### src/rtl/if_pc_stage_if.sv
// Fetch-stage bundle: downstream control in, imem address/data, IF/ID register and halt status out.
interface if_pc_stage_if #(
  parameter int ADDR_W  = 7,
  parameter int INSTR_W = 16
);
  logic               stall;
  logic               redirect_valid;
  logic [ADDR_W-1:0]  redirect_base;
  logic [ADDR_W-1:0]  redirect_offset;
  logic [ADDR_W-1:0]  imem_addr;
  logic [INSTR_W-1:0] imem_rdata;
  logic [INSTR_W-1:0] ifid_instr;
  logic [ADDR_W-1:0]  ifid_pc_plus1;
  logic               ifid_valid;
  logic               halted;

  modport slave (
    input  stall, redirect_valid, redirect_base, redirect_offset, imem_rdata,
    output imem_addr, ifid_instr, ifid_pc_plus1, ifid_valid, halted
  );

  modport master (
    output stall, redirect_valid, redirect_base, redirect_offset, imem_rdata,
    input  imem_addr, ifid_instr, ifid_pc_plus1, ifid_valid, halted
  );
endinterface

### src/rtl/if_pc_stage.sv
// Instruction-fetch stage: owns the PC, drives imem address, fills the IF/ID register.
module if_pc_stage #(
  parameter int                  ADDR_W      = 7,
  parameter int                  INSTR_W     = 16,
  parameter logic [INSTR_W-1:0]  NOP_INSTR   = 16'h0000,
  parameter logic [3:0]          HALT_OPCODE = 4'hF
) (
  input  logic          clk,
  input  logic          rst_n,
  if_pc_stage_if.slave  bus
);
  typedef enum logic {FETCH, HALT} state_e;

  state_e             state_q, state_d;
  logic [ADDR_W-1:0]  pc_q, pc_d;
  logic [INSTR_W-1:0] instr_q, instr_d;
  logic [ADDR_W-1:0]  pcp1_q, pcp1_d;
  logic               vld_q, vld_d;

  logic [ADDR_W-1:0]  pc_plus1;
  logic [ADDR_W-1:0]  target;
  logic               is_hlt;

  // Modular adds: carry-out intentionally dropped by the ADDR_W-wide result.
  assign pc_plus1 = pc_q + ADDR_W'(1);
  assign target   = bus.redirect_base + bus.redirect_offset;
  assign is_hlt   = (bus.imem_rdata[INSTR_W-1 -: 4] == HALT_OPCODE);

  always_ff @(posedge clk or negedge rst_n) begin
    if (!rst_n) begin
      state_q <= FETCH;
      pc_q    <= '0;
      instr_q <= NOP_INSTR;
      pcp1_q  <= '0;
      vld_q   <= 1'b0;
    end else begin
      state_q <= state_d;
      pc_q    <= pc_d;
      instr_q <= instr_d;
      pcp1_q  <= pcp1_d;
      vld_q   <= vld_d;
    end
  end

  always_comb begin
    state_d = state_q;
    pc_d    = pc_q;
    instr_d = instr_q;
    pcp1_d  = pcp1_q;
    vld_d   = vld_q;
    if (bus.redirect_valid) begin
      // Redirect beats stall and halt; the in-flight fetch becomes a bubble.
      pc_d    = target;
      instr_d = NOP_INSTR;
      pcp1_d  = '0;
      vld_d   = 1'b0;
      state_d = FETCH;
    end else if (bus.stall) begin
      // Hold everything, including a HLT that is re-fetched once the stall drops.
    end else if (state_q == HALT) begin
      instr_d = NOP_INSTR;
      pcp1_d  = '0;
      vld_d   = 1'b0;
    end else begin
      instr_d = bus.imem_rdata;
      pcp1_d  = pc_plus1;
      vld_d   = 1'b1;
      if (is_hlt) state_d = HALT;
      else        pc_d    = pc_plus1;
    end
  end

  assign bus.imem_addr     = pc_q;
  assign bus.ifid_instr    = instr_q;
  assign bus.ifid_pc_plus1 = pcp1_q;
  assign bus.ifid_valid    = vld_q;
  assign bus.halted        = (state_q == HALT);
endmodule
### src/flat_wrapper.sv
// flat-port wrapper written by rule: the top's interface ports become plain ports
module if_pc_stage_flat 
#(
  parameter int                  ADDR_W      = 7,
  parameter int                  INSTR_W     = 16,
  parameter logic [INSTR_W-1:0]  NOP_INSTR   = 16'h0000,
  parameter logic [3:0]          HALT_OPCODE = 4'hF
)
  (clk, rst_n, bus_stall, bus_redirect_valid, bus_redirect_base, bus_redirect_offset, bus_imem_rdata, bus_imem_addr, bus_ifid_instr, bus_ifid_pc_plus1, bus_ifid_valid, bus_halted);
  if_pc_stage_if #(.ADDR_W(ADDR_W), .INSTR_W(INSTR_W)) bus_i ();
  input  logic clk;
  input  logic rst_n;
  input wire logic [$bits(bus_i.stall)-1:0] bus_stall;
  input wire logic [$bits(bus_i.redirect_valid)-1:0] bus_redirect_valid;
  input wire logic [$bits(bus_i.redirect_base)-1:0] bus_redirect_base;
  input wire logic [$bits(bus_i.redirect_offset)-1:0] bus_redirect_offset;
  input wire logic [$bits(bus_i.imem_rdata)-1:0] bus_imem_rdata;
  output wire logic [$bits(bus_i.imem_addr)-1:0] bus_imem_addr;
  output wire logic [$bits(bus_i.ifid_instr)-1:0] bus_ifid_instr;
  output wire logic [$bits(bus_i.ifid_pc_plus1)-1:0] bus_ifid_pc_plus1;
  output wire logic [$bits(bus_i.ifid_valid)-1:0] bus_ifid_valid;
  output wire logic [$bits(bus_i.halted)-1:0] bus_halted;
  assign bus_i.stall = bus_stall;
  assign bus_i.redirect_valid = bus_redirect_valid;
  assign bus_i.redirect_base = bus_redirect_base;
  assign bus_i.redirect_offset = bus_redirect_offset;
  assign bus_i.imem_rdata = bus_imem_rdata;
  assign bus_imem_addr = bus_i.imem_addr;
  assign bus_ifid_instr = bus_i.ifid_instr;
  assign bus_ifid_pc_plus1 = bus_i.ifid_pc_plus1;
  assign bus_ifid_valid = bus_i.ifid_valid;
  assign bus_halted = bus_i.halted;
  if_pc_stage #(.ADDR_W(ADDR_W), .INSTR_W(INSTR_W), .NOP_INSTR(NOP_INSTR), .HALT_OPCODE(HALT_OPCODE)) u_core (.clk(clk), .rst_n(rst_n), .bus(bus_i));
endmodule
### config.mk
export PLATFORM = sky130hd
export DESIGN_NAME = if_pc_stage_flat
export DESIGN_NICKNAME = d
export VERILOG_FILES = /design/src/rtl/if_pc_stage_if.sv /design/src/rtl/if_pc_stage.sv /design/src/flat_wrapper.sv
export SDC_FILE = /design/constraint.sdc
export NUM_CORES = 1
export LEC_CHECK = 0
export ABC_AREA = 1
export ABC_CLOCK_PERIOD_IN_PS = 1700
export CELL_PAD_IN_SITES_DETAIL_PLACEMENT = 0
export CELL_PAD_IN_SITES_GLOBAL_PLACEMENT = 1
export CORE_MARGIN = 2
export CORE_UTILIZATION = 31
export DETAILED_ROUTE_END_ITERATION = 10
export PLACE_DENSITY_LB_ADDON = 0.1
export SLEW_MARGIN = 30
export SYNTH_ARGS = -nofsm -noshare
export SYNTH_HDL_FRONTEND = slang
export SYNTH_SLANG_ARGS = --single-unit
### constraint.sdc
create_clock -name clk -period 1.7 [get_ports clk]
set_clock_uncertainty 0.15 [all_clocks]
set_input_delay 0.255 -clock clk [delete_from_list [all_inputs] [get_ports clk]]
set_output_delay 0.255 -clock clk [all_outputs]
set_load 0.01 [all_outputs]
==> reports/qor.txt, run 1 <==
STATUS
--------------------------------------------------------------------------------------------
Result of the run                                                               complete, no violations

FINISH
--------------------------------------------------------------------------------------------
Post-Layout Inst Area                                                           0.00262 sq mm
Post-layout nets                                                                         306
Number of antenna repair diodes                                                            0
Final design utilization                                                               50.6%
Area grow syn2layout                                                                   56.1%
Share of layout cells above drive strength 1                                           15.2%

TIMING
--------------------------------------------------------------------------------------------
Final worst-path setup slack                                                       0.0215 ns
Worst hold slack after final layout                                                 0.237 ns
Crit share post-route                                                                  98.7%
Number of max-slew violations in the final report                                          0
Highest clock rate                                                                   596 MHz
Headroom to the max-slew limit                                                         71.4%
Worst Max-Slew Pin Slew                                                             0.428 ns
Final hold viol count                                                                      0
Final number of setup-violating endpoints                                                  0
Final critical path time including I/O delays and setup                              1.68 ns
Unrepaired setup endpoints after global routing                                        false

DETAILED ROUTING
--------------------------------------------------------------------------------------------
Total DRC errors in the routed layout                                                      0
Initial drt markers                                                                      115
Number of antenna-violating nets in the routed design                                      0
Via Count                                                                               1530
Drt via density                                                                         4.58
Average routed wire per standard cell                                           12.4 microns
Number of detailed-routing iterations run before antenna repair                            4
Total Wirelength                                                                     4.14 mm

FLOORPLANNING
--------------------------------------------------------------------------------------------
Die area                                                                        0.00601 sq mm
Number of rows in the core area                                                           26
Core Box Area                                                                   0.00517 sq mm
Number of primary I/O pins                                                                66
Horizontal die dimension                                                        77.5 microns
Die span in y                                                                   77.5 microns
Initial core utilization                                                               32.4%

GLOBAL ROUTING
--------------------------------------------------------------------------------------------
Number of global-route vias before repair                                               1451
Total congestion overflow after global routing                                             0
Largest net degree at the start of global routing                                         33
Wire length of the first global-routing pass                                         7.02 mm
Aggregate global-route resource usage                                                  14.6%
Number of antenna violations at the first check in global routing                          0

LOGIC SYNTHESIS
--------------------------------------------------------------------------------------------
Post-Syn Area per Cell                                                            9.21 sq um
Most frequently used flop master after synthesis                                     dfrtp_1
Basic-gate share of the synthesized area counting and, or, nand and nor cells          21.0%
Top cell types by occurrence after synthesis                                    nand2_1, dfrtp_1, a32o_1, nand3_1, inv_1
Cell types occupying the most area after synthesis                              dfrtp_1, nand2_1, a32o_1, ha_1, nand3_1
Multiplexer share of the synthesized area                                                 0%
Largest area contributor in the synthesized netlist                                  dfrtp_1
Synthesis Warnings                                                                         0
Netlist area before placement                                                   0.00168 sq mm
Post-synth net total                                                                     224
Post-Syn Instances                                                                       182
Compound-cell area share of the yosys netlist                                          16.1%
Adder-cell share of the synthesized area                                               6.42%
Flop and latch count out of synthesis                                                     32
Dominant cell by count in the synthesized netlist                                    nand2_1
Share of synthesized area occupied by flip-flops and latches                           47.8%
Xor and xnor area share after synthesis                                                2.09%
Combinational family with the most area after synthesis                         simple AND/OR/NAND/NOR gates
Post-synth top area share                                                              47.8%
Fraction of registers with async set or reset after synthesis                           100%
Number of synthesized flops with an enable pin                                             0
Number of distinct standard cells referenced by the synthesized netlist                   27

SETUP PATH
--------------------------------------------------------------------------------------------
Crit-path cells                                                                 clkdlybuf4s50_1
Critical path buffer and inverter count                                                    1
Delay-heaviest family, CP                                                       buffers and inverters
Critical path arrival                                                                1.27 ns
Crit-path slowest cell                                                          clkdlybuf4s50_1
Crit path kind                                                                       reg2out
Worst Path Required                                                                  1.29 ns
Worst setup slack for register-to-register paths                                     0.22 ns
Startpoint of the worst setup timing path                                       u_core.bus.imem_addr[1]$_DFFE_PN0P_
Critical-path maximum fanout                                                               5
Slowest Stage Delay on Critical Path                                                 0.58 ns
Startpoint of the most critical register-to-register path                       u_core.bus.imem_addr[0]$_DFFE_PN0P_
Capturing element type of the critical path                                     primary output
Critical Path Start Type                                                                flop

CTS
--------------------------------------------------------------------------------------------
Clock Root Buffer                                                                   clkbuf_8
CTS Sinks                                                                                 32
Clk pin slew, worst setup/hold paths                                                 0.07 ns
Clock tree from TritonCTS                                                               done
Number of buffers created by CTS                                                           5
H-tree levels                                                                              2
Worst-Skew Late Latency                                                              0.28 ns
Quantity of hold-fixing buffers added after cts                                            0
Bufs on Longest Clock Path                                                                 2

POWER AND IR DROP
--------------------------------------------------------------------------------------------
Peak supply drop                                                                    0.409 mV
Pwr Density                                                                      806 mW/mm^2
Leakage power figure                                                                 1.25 nW
Power consumption                                                                    2.11 mW

PLACE
--------------------------------------------------------------------------------------------
Place WS                                                                           -0.395 ns
IO Port Bufs                                                                              65
Total half-perimeter wirelength after legalization and detailed placement            3.09 mm
Final GP Congestion                                                                    0.766
Placed Area                                                                     0.00248 sq mm

RUN
--------------------------------------------------------------------------------------------
Maximum capacitance violations                                                             0

HOLD PATH
--------------------------------------------------------------------------------------------
Class of the worst hold path                                                        in2async

area by class of cell:
class                   count  area (sq um)
repair buffers             81           801
clock buffers               6          72.6
clock inverters             1          5.00
well taps                  70          87.6
flip-flops and latches     32           805
inverters                  16          62.6
fillers                   512          2560
multi-input cells         128           782
cell families after synthesis:
kind of cell,after synthesis
compound gates,36
xor+xnor,4
fa+ha+maj,8
buf+inv,22
flops,32
simple gates,80
timing repair:
item	in CTS	in global routing
pin swaps	0	5
gates resized for setup	6	10
buffers inserted	0	3
endpoints found under the setup margin	4	8
through the flow:
step / TNS (ns) / cells
finish: 0 / 334
global route: 0 / 334
CTS: 0 / 331
detailed placement: -1.41 / 324
global placement: -1.35 / 324
floorplan: 0 / 182
path summary, 6_finish.rpt:
path	cells after the start	end
min in group clk	4	u_core.bus.imem_addr[0]$_DFFE_PN0P_
worst min register to register	2	u_core.bus.ifid_valid$_DFFE_PN0P_
worst min-delay path	2	u_core.bus.ifid_instr[10]$_DFFE_PN0P_
worst max register to register	6	u_core.bus.imem_addr[4]$_DFFE_PN0P_
max in group asynchronous	2	u_core.bus.imem_addr[2]$_DFFE_PN0P_
worst max-delay path	1	bus_imem_addr[1]
layout by cell type, fill, tap and decap left out, types with 3 or more instances in the layout:
master	count
nor2_1	7
nand2_2	4
ha_1	6
a32o_1	16
dfrtp_1	29
a21oi_1	5
clkdlybuf4s50_1	58
buf_4	15
dfrtp_2	3
xor2_1	3
dlymetal6s2s_1	7
nand2_1	47
inv_1	13
clkbuf_8	5
o21ai_1	11
nand3_1	14
registers in the layout, summed over array words and instances, names as in the netlist:
signal	count
u_core.bus.ifid_valid	1
u_core.bus.halted	1
u_core.bus.ifid_pc_plus1	7
u_core.bus.ifid_instr	16
u_core.bus.imem_addr	7
per-layer routing:
layer  GRT usage, %  vias up  wire [microns]
li1               -      786               -
met1           19.4      697            1980
met2           23.4       42            1940
met3           2.56        5             146
met4           6.07        0              62
met5              0        -               0
power breakdown:
part,switching (mW),internal (mW)
Combinational,0.296,0.354
Clock,0.262,0.278
Sequential,0.0760,0.843
No activity file was read; power rests on OpenSTA's default activity.
==> run 2, diff against run 1 <==
--- a/config.mk
+++ b/config.mk
@@ -9,7 +9,6 @@
 export ABC_CLOCK_PERIOD_IN_PS = 1700
 export CELL_PAD_IN_SITES_DETAIL_PLACEMENT = 0
 export CELL_PAD_IN_SITES_GLOBAL_PLACEMENT = 1
-export CORE_MARGIN = 2
 export CORE_UTILIZATION = 31
 export DETAILED_ROUTE_END_ITERATION = 10
 export PLACE_DENSITY_LB_ADDON = 0.1
==> run 2 against run 1 <==
Net effect: power rose by 3.9%; die area fell by 5.1%; utilization rose by 0.71 points; critical path depth did not move; worst hold slack got worse by 0.0060 ns; maximum frequency rose by 2.3%; final cell count fell by 0.60%; largest cell class unchanged; first-iteration DRC count fell by 51%; clock power rose by 15%.
==> reports/qor.txt, run 2 (synthesis results as in run 1) <==
SETUP PATH
----------------------------------------------------------------------------------------
Critical path depth in cells                                                           1   unchanged
Worst Path Required                                                              1.29 ns   about the same
Critical Path Start Type                                                            flop
Critical path arrival                                                            1.24 ns   -0.03 ns
Crit-path cells                                                             clkdlybuf4s50_1
Critical-path maximum fanout                                                           3   -2
Delay-heaviest family, CP                                                   buffers and inverters
Capturing element type of the critical path                                 primary output
Capturing point of the worst reg2reg path                                   u_core.bus.imem_addr[4]$_DFFE_PN0P_
Worst setup slack for register-to-register paths                                 0.20 ns   -0.02 ns
Crit path kind                                                                   reg2out
Startpoint of the most critical register-to-register path                   u_core.bus.imem_addr[0]$_DFFE_PN0P_
Critical path buffer and inverter count                                                1   unchanged
Crit-path slowest cell                                                      clkdlybuf4s50_1
Slowest Stage Delay on Critical Path                                             0.56 ns   -0.02 ns
Worst-case reg-to-reg path depth                                                       6   unchanged

CTS
----------------------------------------------------------------------------------------
CTS Sinks                                                                             32   unchanged
Clk pin slew, worst setup/hold paths                                             0.06 ns   about the same
Worst-Skew Late Latency                                                          0.28 ns   about the same
Clock Root Buffer                                                               clkbuf_8
H-tree levels                                                                          2   unchanged
Clock tree from TritonCTS                                                           done
Number of buffers created by CTS                                                       5   unchanged
Quantity of hold-fixing buffers added after cts                                        0   unchanged
Bufs on Longest Clock Path                                                             2   unchanged

FINISH
----------------------------------------------------------------------------------------
Most used cells in the layout excluding fill and tap cells                  clkdlybuf4s50_1, nand2_1, dfrtp_1
Filler-free cell count of the finished design                                        332   -0.60%
Fill cell count                                                                      532   +3.9%
Final design utilization                                                           51.3%   +0.71 points
Largest register FFs                                                                  16   unchanged
Share of layout cells above drive strength 1                                       16.8%   +1.6 points
Post-layout nets                                                                     304   -0.65%
Commonest non-fill, non-tap cell in the layout                              clkdlybuf4s50_1
Number of antenna repair diodes                                                        0   unchanged
Area grow syn2layout                                                               57.3%

STATUS
----------------------------------------------------------------------------------------
Result of the run                                                           complete, no violations

DETAILED ROUTING
----------------------------------------------------------------------------------------
Drt via density                                                                     4.75   +3.7%
Average routed wire per standard cell                                       12.9 microns   +4.5%
Initial drt markers                                                                   56   -51%
Number of antenna-violating nets in the routed design                                  0   unchanged
Number of detailed-routing iterations run before antenna repair                        4   unchanged
Total DRC errors in the routed layout                                                  0   unchanged
Total Wirelength                                                                 4.30 mm   +3.9%
Via Count                                                                           1577   +3.1%

TIMING
----------------------------------------------------------------------------------------
Number of max-slew violations in the final report                                      0   unchanged
Highest clock rate                                                               609 MHz   +2.3%
Final hold viol count                                                                  0   unchanged
Unrepaired setup endpoints after global routing                                    false
Worst Max-Slew Pin Slew                                                         0.417 ns   -0.0109 ns
Final number of setup-violating endpoints                                              0   unchanged
Headroom to the max-slew limit                                                     72.2%   +0.77 points
Final critical path time including I/O delays and setup                          1.64 ns   -0.0372 ns
Crit share post-route                                                              96.5%   -2.2 points

GLOBAL ROUTING
----------------------------------------------------------------------------------------
Routing layer with the top usage in global route                                    met2
Number of antenna violations at the first check in global routing                      0   unchanged
Number of global-route vias before repair                                           1574   +8.5%
Total congestion overflow after global routing                                         0   unchanged
GR Layer Usage met3                                                                5.03%   +2.5 points
Met1 routing resource usage after global routing                                   20.2%   +0.87 points
Wire length of the first global-routing pass                                     7.07 mm   +0.68%
Aggregate global-route resource usage                                              16.6%   +2.0 points
GR met2 Demand/Resource                                                            27.9%   +4.5 points
Largest net degree at the start of global routing                                     33   unchanged

FLOORPLANNING
----------------------------------------------------------------------------------------
Core Box Area                                                               0.00514 sq mm   -0.63%
Number of primary I/O pins                                                            66   unchanged
Number of rows in the core area                                                       26   unchanged
Die area                                                                    0.00570 sq mm   -5.1%
Die span in y                                                               75.5 microns   -2.6%
Initial core utilization                                                           32.6%   +0.20 points
Horizontal die dimension                                                    75.5 microns   -2.6%

POWER AND IR DROP
----------------------------------------------------------------------------------------
Leakage power figure                                                             1.23 nW   -1.4%
Peak supply drop                                                                0.331 mV   -19%
Pwr Density                                                                  832 mW/mm^2   +3.2%

PLACE
----------------------------------------------------------------------------------------
IO Port Bufs                                                                          65   unchanged
Number of placed instances with taps included                                        324   unchanged
Total half-perimeter wirelength after legalization and detailed placement        3.22 mm   +4.1%
Final GP Congestion                                                                0.842   +9.9%

RUN
----------------------------------------------------------------------------------------
Maximum capacitance violations                                                         0   unchanged

HOLD PATH
----------------------------------------------------------------------------------------
Class of the worst hold path                                                    in2async

-- run 2: cell types whose count changed in the layout (fill, tap and decap cells not counted), sizes merged --
cell	delta
clkbuf	+1
dlygate4sd2	+1
clkinv	-1
buf	-2
dlymetal6s2s	-1
-- run 2: final cells by class --
type	count	area [sq um]	area share, %
clock buffers	7	96.3	3.66
flip-flops and latches	32	807	30.6
repair buffers	79	782	29.7
multi-input cells	128	800	30.3
inverters	16	62.6	2.37
well taps	70	87.6	3.32
-- run 2: worst max-delay path by stage --
stage	startpoint	endpoint	slack, ns
2_1_floorplan	bus_redirect_offset[0]	u_core.bus.imem_addr[6]$_DFFE_PN0P_	0.11
3_3_place_gp	bus_redirect_offset[0]	u_core.bus.imem_addr[6]$_DFFE_PN0P_	-0.37
3_5_place_dp	bus_redirect_offset[0]	u_core.bus.imem_addr[6]$_DFFE_PN0P_	-0.40
4_1_cts	bus_redirect_offset[0]	u_core.bus.imem_addr[6]$_DFFE_PN0P_	-0.008
5_1_grt	u_core.bus.imem_addr[6]$_DFFE_PN0P_	bus_imem_addr[6]	0.0003
6_report	u_core.bus.halted$_DFFE_PN0P_	bus_halted	0.06
-- run 2: worst register-to-register path, delay by kind of cell, from the launching register on --
kind                       cells  cell delay [ns]
and+or+nand+nor                4             0.34
DFF                            1             0.44
adders and majority gates      1             0.25
xor gates and xnor gates       1             0.22
-- run 2: per-layer routing --
metal	part of all wire [%]	vias up
met4	0.81	0
li1	-	786
met1	44	726
met3	8.1	5
met5	0	-
met2	47	60
-- run 2: what timing repair did --
action,CTS,global route
setup endpoints to repair,7,8
gates resized for setup,7,14
buffers inserted,0,1
pin swaps,1,4
-- run 2: report_power, final --
group	internal, mW	switching [mW]
combinational	0.351	0.298
clock	0.360	0.260
sequential	0.845	0.0782
total	1.56	0.636
-- run 2: stage by stage --
stage / hold slack, ns / setup TNS (ns) / power [mW] / area (sq um) / setup WS (ns)
2_1_floorplan: -0.191 / 0 / 1.22 / 1680 / 0.109
3_3_place_gp: 0.308 / -1.36 / 1.58 / 2480 / -0.374
3_5_place_dp: 0.310 / -1.46 / 1.58 / 2480 / -0.405
4_1_cts: 0.246 / -0.00818 / 2.22 / 2580 / -0.00818
5_1_grt: 0.272 / 0 / 2.34 / 2640 / 0.000327
6_report: 0.231 / 0 / 2.19 / 2640 / 0.0587
==> run 3, diff against run 2 <==
--- a/config.mk
+++ b/config.mk
@@ -11,6 +11,7 @@
 export CELL_PAD_IN_SITES_GLOBAL_PLACEMENT = 1
 export CORE_UTILIZATION = 31
 export DETAILED_ROUTE_END_ITERATION = 10
+export GPL_TIMING_DRIVEN = 0
 export PLACE_DENSITY_LB_ADDON = 0.1
 export SLEW_MARGIN = 30
 export SYNTH_ARGS = -nofsm -noshare
==> run 3 against run 2 <==
Net effect: utilization up 0.29 points; sequential cell count unchanged; worst hold slack got worse by 0.038 ns; worst setup slack worse by 0.011 ns; clock power up 19%; via count is 0.51% lower; sequential power is 2% lower; sequential share of layout area shrank 0.27 points; global-route usage about the same; register-to-register slack got worse by 0.02 ns; maximum frequency decreased by 0.69%; highest routed layer unchanged; critical endpoint unchanged.
==> reports/qor.txt, run 3 (synthesis results as in run 1) <==
STATUS
----------------------------------------------------------------------------------------
Result of the run                                                           complete, no violations

SETUP PATH
----------------------------------------------------------------------------------------
Worst Path Required                                                              1.29 ns   about the same
Capturing point of the worst reg2reg path                                   u_core.bus.imem_addr[4]$_DFFE_PN0P_
Critical Path Start Type                                                            flop
Critical path buffer and inverter count                                                1   unchanged
Critical path arrival                                                            1.25 ns   about the same
Critical path depth in cells                                                           1   unchanged
Capturing element type of the critical path                                 primary output
Startpoint of the most critical register-to-register path                   u_core.bus.imem_addr[1]$_DFFE_PN0P_
Delay-heaviest family, CP                                                   buffers and inverters
Slowest Stage Delay on Critical Path                                             0.56 ns   about the same
Worst-case reg-to-reg path depth                                                       7   +1
Worst setup slack for register-to-register paths                                 0.18 ns   -0.02 ns
Critical-path maximum fanout                                                           3   unchanged
Crit-path cells                                                             clkdlybuf4s50_1
Crit-path slowest cell                                                      clkdlybuf4s50_1
Crit path kind                                                                   reg2out

POWER AND IR DROP
----------------------------------------------------------------------------------------
Pwr Density                                                                  874 mW/mm^2   +5.0%
Power consumption                                                                2.32 mW   +5.6%
Peak supply drop                                                                0.338 mV   +2.1%
Leakage power figure                                                             1.22 nW   -0.95%

FLOORPLANNING
----------------------------------------------------------------------------------------
Number of rows in the core area                                                       26   unchanged
Die span in y                                                               75.5 microns   unchanged
Die area                                                                    0.00570 sq mm   unchanged
Number of primary I/O pins                                                            66   unchanged
Horizontal die dimension                                                    75.5 microns   unchanged
Initial core utilization                                                           32.6%   unchanged
Core Box Area                                                               0.00514 sq mm   unchanged

TIMING
----------------------------------------------------------------------------------------
Final hold viol count                                                                  0   unchanged
Final critical path time including I/O delays and setup                          1.65 ns   +0.0114 ns
Number of max-slew violations in the final report                                      0   unchanged
Headroom to the max-slew limit                                                     76.5%   +4.3 points
Worst Max-Slew Pin Slew                                                         0.353 ns   -0.0645 ns
Highest clock rate                                                               605 MHz   -0.69%
Unrepaired setup endpoints after global routing                                    false
Crit share post-route                                                              97.2%   +0.67 points
Final number of setup-violating endpoints                                              0   unchanged
Worst hold slack after final layout                                             0.194 ns   -0.0376 ns
Final worst-path setup slack                                                   0.0473 ns   -0.0114 ns

CTS
----------------------------------------------------------------------------------------
H-tree levels                                                                          2   unchanged
Clk pin slew, worst setup/hold paths                                             0.07 ns   about the same
Clock Root Buffer                                                               clkbuf_8
Bufs on Longest Clock Path                                                             2   unchanged
Clock tree from TritonCTS                                                           done
Worst-Skew Late Latency                                                          0.29 ns   about the same
CTS Sinks                                                                             32   unchanged
Number of buffers created by CTS                                                       5   unchanged

HOLD PATH
----------------------------------------------------------------------------------------
Hold-critical path depth                                                               4
Hold path startpoint                                                        bus_redirect_valid
End of the worst hold path                                                  u_core.bus.imem_addr[6]$_DFFE_PN0P_
Class of the worst hold path                                                      in2reg

DETAILED ROUTING
----------------------------------------------------------------------------------------
Total Wirelength                                                                 4.31 mm   +0.21%
Total DRC errors in the routed layout                                                  0   unchanged
Via Count                                                                           1569   -0.51%
Number of detailed-routing iterations run before antenna repair                        4   unchanged
Average routed wire per standard cell                                       13.1 microns   +0.82%
Number of antenna-violating nets in the routed design                                  0   unchanged
Drt via density                                                                     4.75   about the same
Initial drt markers                                                                   31   -45%

GLOBAL ROUTING
----------------------------------------------------------------------------------------
Total congestion overflow after global routing                                         0   unchanged
Number of antenna violations at the first check in global routing                      0   unchanged
Aggregate global-route resource usage                                              16.6%   +0.023 points
Wire length of the first global-routing pass                                     7.01 mm   -0.88%
Largest net degree at the start of global routing                                     21   -36%
Number of global-route vias before repair                                           1553   -1.3%

FINISH
----------------------------------------------------------------------------------------
Post-layout nets                                                                     301   -0.99%
Filler-free cell count of the finished design                                        330   -0.60%
Number of antenna repair diodes                                                        0   unchanged
Most used cells in the layout excluding fill and tap cells                  clkdlybuf4s50_1, nand2_1, dfrtp_1
Commonest non-fill, non-tap cell in the layout                              clkdlybuf4s50_1
Area grow syn2layout                                                               58.2%
Final design utilization                                                           51.6%   +0.29 points
Share of layout cells above drive strength 1                                       15.8%   -1.0 points
Largest register FFs                                                                  16   unchanged

PLACE
----------------------------------------------------------------------------------------
Number of placed instances with taps included                                        317   -2.2%
Total half-perimeter wirelength after legalization and detailed placement        3.23 mm   +0.36%
Place WS                                                                       -0.499 ns   -0.0945 ns
Final GP Congestion                                                                0.723   -14%
IO Port Bufs                                                                          64   -1.5%

RUN
----------------------------------------------------------------------------------------
Maximum capacitance violations                                                         0   unchanged

## run 3: cell types whose count changed in the layout (fill, tap and decap cells not counted), moves of 2 or more
cell	delta
ha_4	+2
buf_2	+3
clkbuf_8	-2
buf_4	-7
dfrtp_2	-2
buf_6	+2
dfrtp_1	+2
## run 3: per-stage QoR
stage,instance area [sq um],setup TNS (ns)
detailed placement,2430,-1.77
floorplan,1680,0
global route,2650,0
finish,2650,0
global placement,2400,-16.32
CTS,2580,-0.0598
## run 3: metal layers
metal	track usage, %	part of all wire [%]	vias to the layer above
met5	0	0	-
met4	7.61	2.1	0
met3	4.89	7.6	8
met2	28.2	46	52
met1	19.3	44	729
li1	-	-	780
## run 3: cell type report
class	instances	area, sq um
multi-input cells	128	822
repair buffers	70	714
fillers	504	2490
flip-flops and latches	32	805
inverters	16	62.6
clock buffers	5	68.8
clock inverters	3	42.5
plain buffers	6	47.5
well taps	70	87.6
## run 3: timing repair
action,4_1_cts,5_1_grt
buffers inserted,1,3
endpoints found under the hold margin,12,0
hold buffers,1,0
pin swaps,4,0
setup endpoints to repair,6,8
resized for setup,10,9
## run 3: worst max path at each step
stage / to / start / slack [ns]
global placement: u_core.bus.imem_addr[6]$_DFFE_PN0P_ / bus_redirect_offset[0] / -0.48
global route: u_core.bus.imem_addr[5]$_DFFE_PN0P_ / bus_redirect_offset[2] / 0.004
floorplan: u_core.bus.imem_addr[6]$_DFFE_PN0P_ / bus_redirect_offset[0] / 0.11
CTS: u_core.bus.imem_addr[6]$_DFFE_PN0P_ / bus_redirect_base[0] / -0.05
finish: bus_halted / u_core.bus.halted$_DFFE_PN0P_ / 0.05
detailed placement: u_core.bus.imem_addr[6]$_DFFE_PN0P_ / bus_redirect_offset[0] / -0.50
## run 3: where the power goes
part	switching, mW	internal [mW]	total, mW
Sequential	0.0638	0.842	0.906
Combinational	0.311	0.360	0.671
Clock	0.305	0.434	0.738
